<file path="src/rtl/antares_pipeline_stage.sv">
// Elastic pipeline register with a valid/ready handshake on both sides.
// The control field reads as CTRL_BUBBLE whenever the stage is empty or flushed.
// The data field is only ever overwritten by a newer beat.
// SKID=1 adds a second slot, which keeps up_ready a pure register output.
// SKID=0 keeps a single slot; up_ready then depends combinationally on dn_ready.
// The block also exports occupancy and a saturating stall-cycle counter.
module antares_pipeline_stage #(
  parameter int                    CTRL_WIDTH  = 16,
  parameter int                    DATA_WIDTH  = 64,
  parameter logic [CTRL_WIDTH-1:0] CTRL_BUBBLE = '0,
  parameter bit                    SKID        = 1'b1,
  parameter int                    CNT_WIDTH   = 16
) (
  input  logic                  clk,
  input  logic                  rst_n,
  input  logic                  flush,
  input  logic                  clr_stats,
  input  logic                  up_valid,
  output logic                  up_ready,
  input  logic [CTRL_WIDTH-1:0] up_ctrl,
  input  logic [DATA_WIDTH-1:0] up_data,
  output logic                  dn_valid,
  input  logic                  dn_ready,
  output logic [CTRL_WIDTH-1:0] dn_ctrl,
  output logic [DATA_WIDTH-1:0] dn_data,
  output logic [1:0]            occupancy,
  output logic [CNT_WIDTH-1:0]  stall_cycles
);

  localparam logic [CNT_WIDTH-1:0] CNT_ONE = 1;
  localparam logic [CNT_WIDTH-1:0] CNT_MAX = '1;

  logic                  main_v;
  logic [CTRL_WIDTH-1:0] main_ctrl;
  logic [DATA_WIDTH-1:0] main_data;
  logic                  skid_v;
  logic                  acc;
  logic                  pop;
  logic [CNT_WIDTH-1:0]  stall_cnt;

  assign acc = up_valid & up_ready;
  assign pop = main_v & dn_ready;

  generate
    if (SKID) begin : g_skid
      logic                  skid_vq;
      logic [CTRL_WIDTH-1:0] skid_ctrl;
      logic [DATA_WIDTH-1:0] skid_data;

      assign skid_v   = skid_vq;
      assign up_ready = ~skid_vq;

      // Two-slot storage: the skid slot only fills when main is held and a beat still arrives.
      always_ff @(posedge clk) begin
        if (!rst_n) begin
          main_v    <= 1'b0;
          main_ctrl <= CTRL_BUBBLE;
          main_data <= '0;
          skid_vq   <= 1'b0;
          skid_ctrl <= CTRL_BUBBLE;
          skid_data <= '0;
        end else if (flush) begin
          main_v    <= 1'b0;
          main_ctrl <= CTRL_BUBBLE;
          skid_vq   <= 1'b0;
          skid_ctrl <= CTRL_BUBBLE;
        end else if (!main_v) begin
          if (acc) begin
            main_v    <= 1'b1;
            main_ctrl <= up_ctrl;
            main_data <= up_data;
          end
        end else if (pop) begin
          if (skid_vq) begin
            main_ctrl <= skid_ctrl;
            main_data <= skid_data;
            skid_vq   <= 1'b0;
            skid_ctrl <= CTRL_BUBBLE;
          end else if (acc) begin
            main_ctrl <= up_ctrl;
            main_data <= up_data;
          end else begin
            main_v    <= 1'b0;
            main_ctrl <= CTRL_BUBBLE;
          end
        end else if (acc) begin
          skid_vq   <= 1'b1;
          skid_ctrl <= up_ctrl;
          skid_data <= up_data;
        end
      end
    end else begin : g_single
      assign skid_v   = 1'b0;
      assign up_ready = ~main_v | dn_ready;

      // Single slot: a new beat replaces the leaving one in the same cycle.
      always_ff @(posedge clk) begin
        if (!rst_n) begin
          main_v    <= 1'b0;
          main_ctrl <= CTRL_BUBBLE;
          main_data <= '0;
        end else if (flush) begin
          main_v    <= 1'b0;
          main_ctrl <= CTRL_BUBBLE;
        end else if (acc) begin
          main_v    <= 1'b1;
          main_ctrl <= up_ctrl;
          main_data <= up_data;
        end else if (pop) begin
          main_v    <= 1'b0;
          main_ctrl <= CTRL_BUBBLE;
        end
      end
    end
  endgenerate

  // Count stalled output cycles; the clear wins over the increment, and the count holds at all-ones.
  always_ff @(posedge clk) begin
    if (!rst_n) begin
      stall_cnt <= '0;
    end else if (clr_stats) begin
      stall_cnt <= '0;
    end else if (main_v && !dn_ready && (stall_cnt != CNT_MAX)) begin
      stall_cnt <= stall_cnt + CNT_ONE;
    end
  end

  assign dn_valid     = main_v;
  assign dn_ctrl      = main_v ? main_ctrl : CTRL_BUBBLE;
  assign dn_data      = main_data;
  assign occupancy    = {1'b0, main_v} + {1'b0, skid_v};
  assign stall_cycles = stall_cnt;

endmodule

</file>
<file path="config.mk">
export PLATFORM = sky130hd
export DESIGN_NAME = antares_pipeline_stage
export DESIGN_NICKNAME = d
export VERILOG_FILES = /design/src/rtl/antares_pipeline_stage.sv
export SDC_FILE = /design/constraint.sdc
export NUM_CORES = 1
export LEC_CHECK = 0
export ABC_AREA = 1
export BUFFER_PORTS_ARGS = -buffer_cell sky130_fd_sc_hd__buf_2
export CORE_UTILIZATION = 40
export CTS_CLUSTER_DIAMETER = 150
export CTS_CLUSTER_SIZE = 8
export DETAILED_ROUTE_END_ITERATION = 8
export SYNTH_ARGS = -nofsm -noshare
export SYNTH_HDL_FRONTEND = slang
export SYNTH_SLANG_ARGS = --single-unit
</file>
<file path="constraint.sdc">
create_clock -name clk -period 1.95 [get_ports clk]
set_input_delay 0.195 -clock clk [delete_from_list [all_inputs] [get_ports clk]]
set_output_delay 0.195 -clock clk [all_outputs]
set_load 0.005 [all_outputs]
</file>
==> run summary <==
WL/cell: 13.1 microns
Reg clk slew, reported paths: 70 ps
DR iter-0 viols: 394
f_max: 0.571 GHz
largest net degree at the start of global routing: 128
Synth cell types: 29
layout cells sized above 1: 21.7%
final setup vio count: 0
Leak: 4.35 nW
Total Routing Usage GR: 19.9%
crit path kind: flop to output port
final instance area: 0.00924 sq mm
period utilisation layout: 89.8%
final antenna-violating net count: 0
number of vias per cell: 4.88
sequential share of the synthesized area: 47.9%
routed vias: 6911
Initial Util: 41.2%
drt pass-1 iters: 6
Synth async-reset ratio: 0%
Post-synth top flop: dfxtp_1
share of Yosys cell area claimed by the top area cell type: 47.9%
number of max-cap violations: 0
status: finished, violations left
Hold Path Stages: 3
Remaining DRCs: 24
Placement Cell Area: 0.00860 sq mm
Fin Setup TNS: 0 ps
Crit. path cell count: 3
vias in the first global route: 6238
RSZ-0062 raised after global routing: false
reg2reg path depth: 7
clock root cell: clkbuf_16
CTS max path bufs: 2
Min-Delay Path Class: primary input to flop
CTS tree: built
Seq cells post-synth: 178
Mapped Cells: 1010
critical path arrival: 1560 ps
total CTS buffers: 17
Worst path slowest cell: dfxtp_1
Post-DP HPWL: 11900 microns
total gr overflow: 0
max-slew violations: 0
Layout Utilization: 51.1%
# clock sinks: 178
syn_area_per_cell: 7.37 sq um
# fillers: 1824
Worst Path Buf+Inv: 2
power density over the cells: 856 mW/mm^2
H-tree Lvls: 4
failing checks: DRC
EDFF count, synth: 0
worst path cell trace: buf_4, ha_1, buf_2
Die Ht: 138 microns
CP max FO: 12
leading area contributor after synthesis: dfxtp_1
WL final: 18600 microns
first-pass GRT wire length: 31100 microns
CP required: 1750 ps
mapped cell area: 0.00744 sq mm
Rows: 49
synthesis-to-finish area growth: 24.2%
worst-margin pin slew: 627 ps
die area: 0.0192 sq mm
Synth Area in Adders: 0.336%
Syn Nets: 1098
Top delay family on crit path: flip-flops
die width: 138 microns
peak supply drop: 0.593 mV
yosys warns: 0
Relative slew margins: 58.1%
ranking of synthesized cells by area: dfxtp_1 48%, nor2_1 8.5%, nand2_1 8.3%
fin crit period: 1750 ps
Core Area: 0.0181 sq mm
Hold Fails Final Rpt: 0
crit path capture type: output port
Synth Area in Simple Gates: 20.0%
Max stage delay on crit path: 490 ps
mux cell area share after synthesis: 0%
fin nets: 1262
Layout Skew: 7.68 ps
largest family of logic cells by synthesized area: compound AO/OA/AOI/OAI gates
PortBufs: 185
initial antenna violation count: 1
worst skew pair latency: 420 ps
IO Pins: 186
Post-Synth XOR/XNOR Area: 0.706%
RePlAce Congestion: 0.795
Synth Area in Compound Gates: 23.1%
CP Launch Type: flop
total power draw: 7.92 mW
-- tightest hold or removal path, delay by kind of cell --
family | cells | cell delay, ps
AO/OA/AOI/OAI | 1 | 50
buffers and inverters | 1 | 90
AND/OR/NAND/NOR | 1 | 70
-- final timing paths --
path,startpoint,to,slack [ps]
max,dn_valid$_SDFF_PP0_,occupancy[0],200
min,up_ctrl[1],g_skid.skid_ctrl[1]$_SDFFE_PP0P_,20
max reg2reg,dn_valid$_SDFF_PP0_,dn_data[5]$_SDFFE_PN0P_,220
min reg2reg,g_skid.skid_data[52]$_SDFFE_PN0P_,g_skid.skid_data[52]$_SDFFE_PN0P_,450
-- per-layer routing --
layer  share of wire [%]  up-vias  track usage (%)
met5                   0        -                0
met2                  44      158             30.4
met3                 5.1       16             4.57
met1                  50     3087             27.6
met4                 1.4        0             6.45
li1                    -     3650                -
-- cell families (layout without fill, tap and decap cells) --
family / Yosys count / after routing
flops: 178 / 178
fa+ha+maj: 2 / 2
compound gates: 304 / 304
other cells: 0 / 1
xor+xnor: 6 / 6
simple gates: 376 / 376
buf+inv: 144 / 320
-- layout make-up --
type,count,area (sq um),share of cell area [%]
multi-input combinational,688,3310,35.8
clock inverter,11,128,1.38
inverter,75,289,3.13
sequential,178,3560,38.6
timing repair buffer,214,1210,13.1
tap,229,287,3.10
antenna,1,2.50,0.0271
clock buffer,20,457,4.94
-- sequential cells by signal (all words and copies together) (netlist names) --
signal            count
dn_data              64
g_skid.skid_data     64
stall_cycles         16
g_skid.skid_ctrl     16
dn_valid              1
g_skid.skid_vq        1
main_ctrl            16
-- power breakdown --
group	leakage, nW	switching (mW)	internal, mW
logic	2.62	0.386	0.297
clock network	0.280	1.44	1.96
registers	1.45	0.0661	3.77
-- cell usage after synthesis, types with 2 or more instances --
cell        n
a21oi_1    85
a22oi_1    16
buf_2      32
buf_4       4
clkbuf_1   32
dfxtp_1   178
ha_1        2
inv_1      70
inv_2       5
nand2_1   164
nand3_1    33
nand4_1     6
nor2_1    169
o211a_1    25
o21ai_0   111
o21ai_1    61
xnor2_1     2
xor2_1      4
-- cell usage in the layout, fill, tap and decap left out, drive strengths merged, types with 4 or more instances in the layout --
cell / instances
dfxtp: 178
xor2: 4
nand2: 165
inv: 79
buf: 213
clkbuf: 20
a22oi: 16
o21ai: 174
nand4: 6
nor2: 170
o211a: 25
nand3: 34
a21oi: 86
-- stage by stage --
step / std cells / hold WS (ps) / setup WS (ps)
2_1_floorplan: 1010 / 336 / 381
3_3_place_gp: 1380 / 435 / 14.8
3_5_place_dp: 1380 / 440 / 4.57
4_1_cts: 1412 / 2.42 / 82.6
5_1_grt: 1416 / 12.2 / 5.23
6_report: 1416 / 24.7 / 199
-- what timing repair did --
item | in CTS | in global routing
pin swaps | 0 | 1
hold buffers | 1 | 0
endpoints found under the hold margin | 1 | 0
buffers inserted | 0 | 3
resized for setup | 1 | 7
setup endpoints to repair | 2 | 82
Note: power is estimated with default switching activity, not from simulation.
